## config.mk

```make
export PLATFORM = sky130hd
export DESIGN_NAME = muldiv_unit
export DESIGN_NICKNAME = d
export VERILOG_FILES = /design/src/rtl/muldiv_unit.sv
export SDC_FILE = /design/constraint.sdc
export NUM_CORES = 1
export LEC_CHECK = 0
export BUFFER_PORTS_ARGS = -buffer_cell sky130_fd_sc_hd__buf_4
export CAP_MARGIN = 20
export CORE_MARGIN = 2
export CORE_UTILIZATION = 50
export CTS_CLUSTER_SIZE = 16
export DETAILED_ROUTE_END_ITERATION = 6
export PLACE_DENSITY_LB_ADDON = 0.15
export RECOVER_POWER = 25
export SYNTH_ARGS = -nofsm -noshare
export SYNTH_HDL_FRONTEND = slang
export SYNTH_SLANG_ARGS = --single-unit
```

## constraint.sdc

```tcl
create_clock -name clk -period 15 [get_ports clk]
set_input_delay 2.25 -clock clk [delete_from_list [all_inputs] [get_ports clk]]
set_output_delay 2.25 -clock clk [all_outputs]
set_load 0.005 [all_outputs]
```

## src/rtl/muldiv_unit.sv

```systemverilog
// Iterative RV32M multiply/divide unit: shift-add multiply and restoring divide,
// one bit per cycle over 32 cycles, with early exit for divide-by-zero and signed overflow.
//
//   state   | meaning
//   IDLE    | waiting for md_start
//   CALC    | running the 32 iterations
//   DONE    | md_done/md_result valid for one cycle
module muldiv_unit (
    input  logic        clk,
    input  logic        reset,
    input  logic        md_start,
    input  logic [2:0]  md_funct3,
    input  logic [31:0] md_op_a,
    input  logic [31:0] md_op_b,
    input  logic [4:0]  md_rd_addr,
    output logic        md_busy,
    output logic        md_done,
    output logic [31:0] md_result,
    output logic [4:0]  md_wrt_addr,
    output logic        md_wrt_en
);
    typedef enum logic [1:0] {ST_IDLE, ST_CALC, ST_DONE} state_t;

    state_t      state;
    logic [5:0]  cnt;
    logic [2:0]  func_q;
    logic        sign_a_q;
    logic        sign_b_q;
    logic [31:0] b_q;
    logic [63:0] acc_q;

    logic        a_signed;
    logic        b_signed;
    logic        sign_a_in;
    logic        sign_b_in;
    logic [31:0] a_mag_in;
    logic [31:0] b_mag_in;
    logic        div_zero;
    logic        div_ovf;
    logic [31:0] special_result;

    always_comb begin
        a_signed  = (md_funct3 == 3'b001) || (md_funct3 == 3'b010) ||
                    (md_funct3 == 3'b100) || (md_funct3 == 3'b110);
        b_signed  = (md_funct3 == 3'b001) || (md_funct3 == 3'b100) ||
                    (md_funct3 == 3'b110);
        sign_a_in = a_signed & md_op_a[31];
        sign_b_in = b_signed & md_op_b[31];
        a_mag_in  = sign_a_in ? -md_op_a : md_op_a;
        b_mag_in  = sign_b_in ? -md_op_b : md_op_b;
        div_zero  = md_funct3[2] && (md_op_b == 32'd0);
        div_ovf   = md_funct3[2] && !md_funct3[0] &&
                    (md_op_a == 32'h8000_0000) && (md_op_b == 32'hFFFF_FFFF);
        if (div_zero)
            special_result = md_funct3[1] ? md_op_a : 32'hFFFF_FFFF;
        else
            special_result = md_funct3[1] ? 32'd0 : 32'h8000_0000;
    end

    // acc_q holds {partial product, multiplier} or {remainder, dividend/quotient}
    logic [32:0] mul_sum;
    logic [32:0] div_shift;
    logic [32:0] div_diff;
    logic [63:0] acc_nxt;

    always_comb begin
        mul_sum   = {1'b0, acc_q[63:32]} + (acc_q[0] ? {1'b0, b_q} : 33'd0);
        div_shift = {acc_q[63:32], acc_q[31]};
        div_diff  = div_shift - {1'b0, b_q};
        if (!func_q[2])
            acc_nxt = {mul_sum, acc_q[31:1]};
        else if (!div_diff[32])
            acc_nxt = {div_diff[31:0], acc_q[30:0], 1'b1};
        else
            acc_nxt = {div_shift[31:0], acc_q[30:0], 1'b0};
    end

    logic        neg_res;
    logic [63:0] prod;
    logic [31:0] quo;
    logic [31:0] rem;
    logic [31:0] fix_result;

    always_comb begin
        neg_res = sign_a_q ^ sign_b_q;
        prod    = neg_res ? -acc_nxt : acc_nxt;
        quo     = neg_res ? -acc_nxt[31:0] : acc_nxt[31:0];
        rem     = sign_a_q ? -acc_nxt[63:32] : acc_nxt[63:32];
        case (func_q)
            3'b000:                 fix_result = prod[31:0];
            3'b001, 3'b010, 3'b011: fix_result = prod[63:32];
            3'b100, 3'b101:         fix_result = quo;
            default:                fix_result = rem;
        endcase
    end

    always_ff @(posedge clk or posedge reset) begin
        if (reset) begin
            state       <= ST_IDLE;
            cnt         <= 6'd0;
            func_q      <= 3'd0;
            sign_a_q    <= 1'b0;
            sign_b_q    <= 1'b0;
            b_q         <= 32'd0;
            acc_q       <= 64'd0;
            md_busy     <= 1'b0;
            md_done     <= 1'b0;
            md_result   <= 32'd0;
            md_wrt_addr <= 5'd0;
            md_wrt_en   <= 1'b0;
        end else begin
            case (state)
                ST_IDLE: begin
                    if (md_start) begin
                        func_q      <= md_funct3;
                        md_wrt_addr <= md_rd_addr;
                        sign_a_q    <= sign_a_in;
                        sign_b_q    <= sign_b_in;
                        b_q         <= b_mag_in;
                        acc_q       <= {32'd0, a_mag_in};
                        md_busy     <= 1'b1;
                        if (div_zero || div_ovf) begin
                            state     <= ST_DONE;
                            cnt       <= 6'd0;
                            md_done   <= 1'b1;
                            md_result <= special_result;
                            md_wrt_en <= (md_rd_addr != 5'd0);
                        end else begin
                            state <= ST_CALC;
                            cnt   <= 6'd32;
                        end
                    end
                end
                ST_CALC: begin
                    acc_q <= acc_nxt;
                    cnt   <= cnt - 6'd1;
                    if (cnt == 6'd1) begin
                        state     <= ST_DONE;
                        md_done   <= 1'b1;
                        md_result <= fix_result;
                        md_wrt_en <= (md_wrt_addr != 5'd0);
                    end
                end
                default: begin
                    state     <= ST_IDLE;
                    md_done   <= 1'b0;
                    md_wrt_en <= 1'b0;
                    md_busy   <= 1'b0;
                end
            endcase
        end
    end
endmodule

```

== Word level (Yosys, flattened, before mapping) ==
Cells that the tools add are included.
Operators by class
  $add $sub $neg: 8
  mux-type cells: 35
  eq/ne operators: 16
  reductions and logical operators: 25
  bitwise operators: 4
Operators by type and width (count)
  $mux 32: 11
  $mux 64: 4
  $neg 32->32: 4
  $pmux 64 s2: 1
  $pmux 32 s3: 1
  $eq 32x32->1 const B: 2
  $neg 64->64: 1
  $pmux 32 s2: 1
  $add 32x32->33: 1
  $sub 33x32->33: 1
  $logic_not 32->1: 1
  $eq 3x3->1 const B: 4
  $mux 6: 2
  $pmux 6 s2: 1
  $reduce_bool 5->1: 2
  $eq 3x2->1 const B: 3
  $reduce_and 2->1: 4
  $mux 1: 7
  $eq 3x1->1 const B: 2
  $eq 6x1->1 const B: 1
  $logic_or 1x1->1: 6
  $mux 2: 3
  $ne 2x2->1 const B: 3
  $pmux 1 s2: 3
  other kinds (15): 19
Word-level totals
  register bits after elaboration: 149
  output and inout port bits: 40
  input bits: 75
  logic and storage cells: 100

== Logic depth before layout (Yosys ltp) ==
Gate-level depths: netlist of run 1.
  depth after elaboration: 8
  mapped depth: 24
  mapped depth without buffers: 22

== Worst setup path after synthesis of run 1 ==
OpenSTA, ideal clock, no wires.
  kind: input port to flip-flop
  start: in md_op_b[15]
  end: reg md_result[19]
  required time: 14.857 ns
  stages: 14
  library setup time: 0.143 ns
  buffers on the path: 3
  arrival: 5.218 ns
  slack: 9.639 ns
  path through: or3_1 > nor4_1 > nand2b_1 > or3_1 > nor3_1 > nand2_1 > o21ai_1 > a21oi_1 > or3_1 > clkbuf_1 > clkbuf_1 > clkbuf_1 > a2111oi_0 > a31oi_1
Between the ends
  longest elaborated chain between the ends: 6
  elaborated cells on any way between the ends: 11
  those cells by class: eq/ne (2); mux (4); reduce/logical (5)
Ends and longest elaborated chain
  start, declared: RTL line 14  | input logic [31:0] md_op_b,
  $logic_not 32->1: RTL line 51  | div_zero = md_funct3[2] && (md_op_b == 32'd0);
  $logic_and 1x1->1: RTL line 51
  $mux 32: RTL line 54  | if (div_zero)
  $mux 32: RTL line 122  | if (div_zero || div_ovf) begin
  $mux 32: RTL line 114  | if (md_start) begin
  $pmux 32 s2: RTL line 112  | case (state)
  end signal, assigned: RTL line 126  | md_result <= special_result;
  end signal, assigned: RTL line 140  | md_result <= fix_result;
  end, declared: RTL line 18  | output logic [31:0] md_result,
Parallel ways exist; a longest one is shown, timed or not. The select of a mux whose other input is x is not followed.
A chain may end at the register's enable or synchronous reset.

== Worst setup path after layout of run 1 ==
  start: in md_op_b[15]
  end: reg md_result[27]
The elaborated chain is that of the path after synthesis.

==> key figures, run 1 <==
Synth
  • Area share of the largest cell type after synthesis: 22.91%
  • Cell count after synthesis: 2184
  • Post-Syn Area: 0.01628 mm^2
  • Yosys top cell by area: dfrtp_1
  • Number of nets in the synthesized netlist: 2332
  • Dominant cells by area after synthesis: dfrtp_1, nand2_1, xnor2_1, o21ai_0, ha_1
  • Syn_area_per_cell: 7.453 um^2
  • Number of library cell types mapped by synthesis: 111
  • Most common flop cell mapped by yosys: dfrtp_1
  • Number of synthesized flops with an enable pin: 0
  • Sequential element share of the synthesized area: 22.91%
  • Share of flip-flops with an asynchronous set or reset after synthesis: 100.0%
  • Flop and latch count out of synthesis: 149
  • Count of warnings emitted by yosys: 0

Critical path
  • Worst Setup Start Kind: input pin
  • Req. time, crit path: 15.39 ns
  • Ordered list of cells on the worst path: buf_4, or3_1, nor4_1, nand2b_1, or3_1, nor3_1, nand2_1, o21ai_1, a21oi_1, or3_2, buf_4, inv_2, nand2_1, nor2_1, a221oi_1, o21ai_1
  • Arrival time of the worst setup path: 6.76 ns
  • Cell type of the slowest stage on the worst timing path: or3_2
  • Critical setup path kind: input pin to flip-flop
  • Setup slack on the worst flop-to-flop path: 8.65 ns
  • Capture point of the worst reg-to-reg path: md_result[10]$_DFFE_PP0P_
  • Largest fanout of any net on the critical path: 50
  • Delay contributed by the slowest stage of the critical path: 0.47 ns
  • Worst reg2reg path depth: 22
  • Endpoint kind of the worst setup timing path: flip-flop
  • Worst reg2reg path startpoint: acc_q[31]$_DFFE_PP0P_

Final layout
  • Leading cell type in the layout, fill and taps excluded: nand2_1
  • Filler Cell Count: 3148
  • Area growth from synthesis to layout: 10.55%
  • Final nets: 2370
  • Fraction of layout instances using a drive strength above 1: 11.01%
  • Most frequent cells in the layout: nand2_1, o21ai_0, a21oi_1

Min path
  • Hold path startpoint: cnt[4]$_DFFE_PP0P_
  • Hold path depth: 1
  • Tightest Hold Check Type: flip-flop to flip-flop
  • Min-Delay Endpoint: cnt[4]$_DFFE_PP0P_

Die
  • I/O pins: 115
  • Starting Density: 50.41%
  • Total die area: 0.03401 mm^2
  • Number of rows in the core area: 66
  • Height of the die: 184.4 um
  • Std-Cell Core Area: 0.03229 mm^2
  • Die width: 184.4 um

Route
  • First-pass detailed-route iteration total: 6
  • Via-to-Cell Ratio: 6.695
  • Count of antenna-violating nets left after detailed routing: 0
  • Total DRC errors in the routed layout: 0
  • Wirelength, routed: 66990 um
  • Overall via count from detail_route: 17930
  • Number of DRC violations after detailed-routing iteration 0: 2261
  • Average wire per cell in the routed design: 25.02 um

Timing
  • Unrepaired setup endpoints after global routing: false
  • Min setup slack post-route: 8.622 ns
  • Final hold viol count: 0
  • Clock tree skew after final layout: 0.01770 ns
  • Number of setup violations in the final report: 0
  • Number of pins with negative max-slew slack in the final report: 151
  • Slew HR: -146.2%
  • Setup tns final: 0 ns
  • Achievable frequency: 0.1568 GHz
  • Shortest period the worst path allows: 6.378 ns
  • Worst-Margin Slew: 3.672 ns
  • Share of the clock period used by the worst path after layout: 42.52%

Global route
  • Maximum number of pins on one net before global-route repair: 83
  • Global-route wire length before repair: 101500 um
  • Overall global routing resource usage: 39.65%
  • Via count of the first global-routing pass: 16430
  • Remaining global-route overflow: 0
  • Antenna violations before repair: 2

Status
  • Failing checks: max-capacitance violations, max-slew violations
  • Outcome: finished with violations

Clocking
  • Number of buffers added by the clock tree synthesis step: 17
  • Insertion delay to the later sink of the worst-skew pair: 0.47 ns
  • CTS-repair resized insts: 0
  • Maximum buffer depth of the clock tree: 2
  • Post-CTS repair timing setup buffer count: 0
  • Clk sinks: 149
  • # hold bufs at CTS: 0
  • H-tree levels: 4
  • Clock slew at the register clock pins of the worst setup and hold paths: 0.07 ns
  • Root buf cell: clkbuf_16
  • CTS tree: built

Placed design
  • Port buffer count: 114
  • Half-perimeter wire length of the detailed placement result: 51900 um
  • Routability congestion estimate from global placement: 1.042
  • Placement-stage worst setup slack: 8.323 ns

Job
  • Max-cap check violation count: 2
==> routing by layer <==
metal	up-vias	GRT usage (%)	part of all wire (%)
met5	-	0	0.034
li1	8122	-	-
met3	152	11.10	12
met1	8570	56.71	43
met4	4	13.09	3.3
met2	1081	57.11	41
==> logic make-up (layout without fill, tap and decap cells) <==
family,Yosys count,after routing,synth area share (%)
DFF,149,149,22.91
other,0,1,0
xor gates and xnor gates,179,179,9.632
buffers and inverters,203,254,5.173
and+or+nand+nor,829,829,25.44
muxes,48,48,3.013
adders and majority gates,73,73,5.704
AOI/OAI and AO/OA,703,703,28.13
==> Yosys cell counts (8+ instances only) <==
cell type  count
clkbuf_1      87
dfrtp_1      149
o221ai_1      34
o21ai_1       25
nand2b_1      16
nor3_1        83
buf_1         10
and4_1        10
o21ai_0      185
a211oi_1      19
buf_2         16
nand2_1      263
and3_1        21
or3_1         14
o211ai_1      23
a221oi_1       9
or4_1          9
xor2_1        73
o21bai_1      10
xnor2_1      106
nand4_1       31
a22oi_1       11
a31o_2        10
nor2_1       154
a21oi_1      171
inv_1         77
nor3b_1       10
o22ai_1       14
nor2b_1       24
a21o_1        28
and2_1        44
o31ai_1       19
mux2i_1       42
a31oi_1       41
nand3_1       84
o21a_1        10
ha_1          71
nor4_1        20
o41ai_1        8
==> how the worst max path moves through the flow <==
stage | from | end | slack [ns] | cells past startpoint
after global placement | md_op_b[15] | md_result[25]$_DFFE_PP0P_ | 8.52 | 16
after global routing | acc_q[31]$_DFFE_PP0P_ | md_result[10]$_DFFE_PP0P_ | 8.22 | 22
after CTS | acc_q[31]$_DFFE_PP0P_ | md_result[10]$_DFFE_PP0P_ | 8.79 | 22
after floorplan | reset | acc_q[0]$_DFFE_PP0P_ | 8.74 | 1
final | md_op_b[15] | md_result[27]$_DFFE_PP0P_ | 8.62 | 16
after detailed placement | md_op_b[15] | md_result[13]$_DFFE_PP0P_ | 8.32 | 16
==> critical path, delay by kind of cell <==
family / cells / cell delay (ns)
buf+inv: 3 / 0.84
simple gates: 9 / 3.04
compound gates: 4 / 0.60
==> per-stage QoR <==
stage	area (um^2)	hold WS [ns]	cells	utilization, %
after floorplan	16280	0.4468	2184	-
after global placement	17400	0.4631	2645	53.88
after detailed placement	17400	0.4724	2645	53.88
after CTS	18010	0.4873	2677	55.77
after global routing	17990	0.5127	2677	55.72
final	17990	0.4842	2678	55.73
==> final cells by class <==
cell class | instances | area [um^2] | share of cell area (%)
sequential | 149 | 3732 | 20.74
timing repair buffer | 142 | 1062 | 5.904
clock buffer | 17 | 425.4 | 2.364
inverter | 80 | 301.5 | 1.676
multi-input combinational | 1832 | 11730 | 65.20
tap | 442 | 553.0 | 3.073
clock inverter | 15 | 183.9 | 1.022
antenna | 1 | 2.502 | 0.01391
==> state kept, by name, indices dropped and copies added, names as in the netlist <==
register	cells
state	2
cnt	6
acc_q	64
func_q	3
md_wrt_addr	5
sign_b_q	1
md_done	1
md_wrt_en	1
sign_a_q	1
md_busy	1
b_q	32
md_result	32
Power of run 1 is left out: the tool's default activity adds up to more than one toggle a clock period on the data nets, which glitch-free logic cannot reach.
==> run 2: changes to the inputs <==
- ABC_AREA: default -> 1
- clock period: 15 -> 5.46 ns (I/O delays scaled with it)
==> key figures, run 2 <==
Synth
  • Most common cell in the synthesized netlist: nand2_1
  • Commonest cells in the netlist: nand2_1, inv_1, nor2_1
  • Share of flip-flops with an asynchronous set or reset after synthesis: 100.0% (unchanged)
  • Most common flop cell mapped by yosys: dfrtp_1
  • Post-Syn Area: 0.01774 mm^2 (+9.0%)
  • Sequential element share of the synthesized area: 21.02% (-1.9 points)
  • Yosys top cell by area: dfrtp_1
  • Cell count after synthesis: 3019 (+38%)
  • Syn_area_per_cell: 5.876 um^2 (-21%)
  • Dominant cells by area after synthesis: dfrtp_1, nand2_1, inv_1, nand3_1, nor2_1
  • Number of library cell types mapped by synthesis: 61 (-45%)
  • Number of synthesized flops with an enable pin: 0 (unchanged)
  • Count of warnings emitted by yosys: 0 (unchanged)
  • Area share of the largest cell type after synthesis: 21.02% (-1.9 points)
  • Number of nets in the synthesized netlist: 3167 (+36%)
  • Flop and latch count out of synthesis: 149 (unchanged)

Timing
  • Slew HR: -76.65% (+70 points)
  • Share of the clock period used by the worst path after layout: 91.46%
  • Number of pins with negative max-slew slack in the final report: 102 (-32%)
  • Worst hold slack after final layout: 0.4890 ns (+0.004851 ns)
  • Unrepaired setup endpoints after global routing: false
  • Final hold viol count: 0 (unchanged)
  • Setup tns final: 0 ns (unchanged)
  • Clock tree skew after final layout: 0.009259 ns (-0.008444 ns)
  • Worst-Margin Slew: 2.635 ns (-1.037 ns)
  • Achievable frequency: 0.2002 GHz
  • Shortest period the worst path allows: 4.994 ns
  • Number of setup violations in the final report: 0 (unchanged)

Clocking
  • Insertion delay to the later sink of the worst-skew pair: 0.46 ns (about the same)
  • H-tree levels: 4 (unchanged)
  • Clk sinks: 149 (unchanged)
  • CTS tree: built
  • Root buf cell: clkbuf_16
  • Maximum buffer depth of the clock tree: 2 (unchanged)
  • Number of buffers added by the clock tree synthesis step: 17 (unchanged)
  • Clock slew at the register clock pins of the worst setup and hold paths: 0.07 ns (about the same)

Status
  • Failing checks: max-capacitance violations, max-slew violations
  • Outcome: finished with violations

Route
  • Count of antenna-violating nets left after detailed routing: 0 (unchanged)
  • First-pass detailed-route iteration total: 6 (unchanged)
  • Wirelength, routed: 80280 um (+20%)
  • Overall via count from detail_route: 21600 (+20%)
  • Total DRC errors in the routed layout: 0 (unchanged)
  • Via-to-Cell Ratio: 6.056 (-9.5%)
  • Number of DRC violations after detailed-routing iteration 0: 2827 (+25%)
  • Average wire per cell in the routed design: 22.51 um (-10%)

Global route
  • Antenna violations before repair: 4 (+2)
  • Global-route wire length before repair: 119200 um (+17%)
  • Maximum number of pins on one net before global-route repair: 95 (+14%)
  • Overall global routing resource usage: 43.55% (+3.9 points)
  • Remaining global-route overflow: 0 (unchanged)
  • Via count of the first global-routing pass: 19500 (+19%)

Final layout
  • Top Registers: acc_q x64, b_q x32, md_result x32
  • Number of flip-flops under the largest register name: 64 (unchanged)
  • Leading cell type in the layout, fill and taps excluded: nand2_1
  • Total non-filler cell area in the finished layout: 0.01966 mm^2 (+9.3%)
  • Final nets: 3243 (+37%)
  • Register bank with the most flops: acc_q
  • Final Non-Filler Cells: 3566 (+33%)
  • Area growth from synthesis to layout: 10.83%
  • Most frequent cells in the layout: nand2_1, inv_1, nor2_1
  • Fraction of layout instances using a drive strength above 1: 11.26% (+0.25 points)

Critical path
  • Arrival time of the worst setup path: 5.34 ns (-1.42 ns)
  • Critical setup path kind: flip-flop to flip-flop
  • Worst setup startpoint: acc_q[31]$_DFFE_PP0P_
  • Cell with the most instances on the worst path: nand2_1
  • Worst reg2reg path depth: 29 (+32%)
  • Delay contributed by the slowest stage of the critical path: 0.39 ns (-0.08 ns)
  • Critical Path Sink: md_result[27]$_DFFE_PP0P_
  • Capture point of the worst reg-to-reg path: md_result[27]$_DFFE_PP0P_
  • Setup slack on the worst flop-to-flop path: 0.47 ns (-8.18 ns)
  • Req. time, crit path: 5.81 ns (-9.58 ns)
  • Worst Setup Start Kind: flip-flop
  • Worst reg2reg path startpoint: acc_q[31]$_DFFE_PP0P_
  • Largest fanout of any net on the critical path: 19 (-62%)
  • Cell type of the slowest stage on the worst timing path: fa_1
  • Endpoint kind of the worst setup timing path: flip-flop

Placed design
  • Post-placement cell area: 0.01899 mm^2 (+9.2%)
  • Half-perimeter wire length of the detailed placement result: 63730 um (+23%)
  • Routability congestion estimate from global placement: 1.088 (+4.4%)
  • Port buffer count: 114 (unchanged)
  • Number of placed instances, taps included: 3527 (+33%)

Die
  • Starting Density: 51.11% (+0.70 points)
  • Height of the die: 192.4 um (+4.3%)
  • Total die area: 0.03700 mm^2 (+8.8%)
  • I/O pins: 115 (unchanged)
  • Number of rows in the core area: 68 (+3.0%)
  • Die width: 192.4 um (+4.3%)
  • Std-Cell Core Area: 0.03471 mm^2 (+7.5%)

Min path
  • Tightest Hold Check Type: flip-flop to flip-flop
  • Hold path startpoint: md_wrt_en$_DFFE_PP0P_

Job
  • Max-cap check violation count: 2 (unchanged)
-- run 2: changes by cell type after synthesis, sizes merged, moves of 51 or more --
cell and delta:
nor2 +187, nor3 -51, nand2 +704, inv +361, nand3 +175, xnor2 -88
-- run 2: timing repair --
item / 4_1_cts / 5_1_grt
resized for setup: 0 / 2
setup endpoints to repair: 0 / 10
hold buffers: 0 / 0
buffers inserted: 0 / 2
-- run 2: cell families (layout without fill, tap and decap cells) --
group / count (synthesis) / count (layout) / share of synthesized area [%]
buffers and inverters: 538 / 626 / 12.00
other: 0 / 3 / 0
AO/OA/AOI/OAI: 456 / 456 / 14.94
adder cells (fa/ha/maj): 73 / 73 / 5.233
flip-flops: 149 / 149 / 21.02
AND/OR/NAND/NOR: 1719 / 1720 / 42.62
XOR/XNOR: 84 / 84 / 4.189
-- run 2: critical path: cells and delay by family, from the launching register on --
kind            cells  cell delay, ns
simple gates       22            2.98
fa+ha+maj           2            0.53
compound gates      1            0.06
buf+inv             4            0.88
flops               1            0.37
-- run 2: how the worst min path moves through the flow --
| stage | endpoint | slack (ns) | depth (start not counted) |
|---|---|---|---|
| 2_1_floorplan | sign_b_q$_DFFE_PP0P_ | 0.47 | 2 |
| 3_3_place_gp | md_wrt_en$_DFFE_PP0P_ | 0.47 | 1 |
| 3_5_place_dp | md_wrt_en$_DFFE_PP0P_ | 0.47 | 1 |
| 4_1_cts | b_q[12]$_DFFE_PP0P_ | 0.43 | 2 |
| 5_1_grt | md_wrt_en$_DFFE_PP0P_ | 0.50 | 1 |
| 6_report | md_wrt_en$_DFFE_PP0P_ | 0.49 | 1 |
-- run 2: cell type report --
type	count	area [um^2]
antenna	3	7.507
timing repair buffer	151	1149
clock buffer	17	425.4
inverter	443	1665
tap	455	569.3
multi-input combinational	2333	11930
clock inverter	15	182.7
fill	3543	15050
sequential	149	3732
-- run 2: per-layer routing --
| metal | global-route usage [%] | share of wire (%) | routed length [um] |
|---|---|---|---|
| met4 | 20.14 | 5.0 | 3983 |
| met5 | 0 | 0.026 | 21 |
| met1 | 60.63 | 41 | 32550 |
| met2 | 60.74 | 40 | 31890 |
| met3 | 13.80 | 15 | 11840 |
-- run 2: per-stage QoR --
step / util, % / setup WS (ns)
after global placement: 54.71 / 0.6211
after detailed placement: 54.71 / 0.5330
final: 56.64 / 0.4662
after CTS: 56.47 / 0.5335
after floorplan: - / 0.6330
after global routing: 56.62 / 0.02036
Power of run 2 is left out for the same reason.
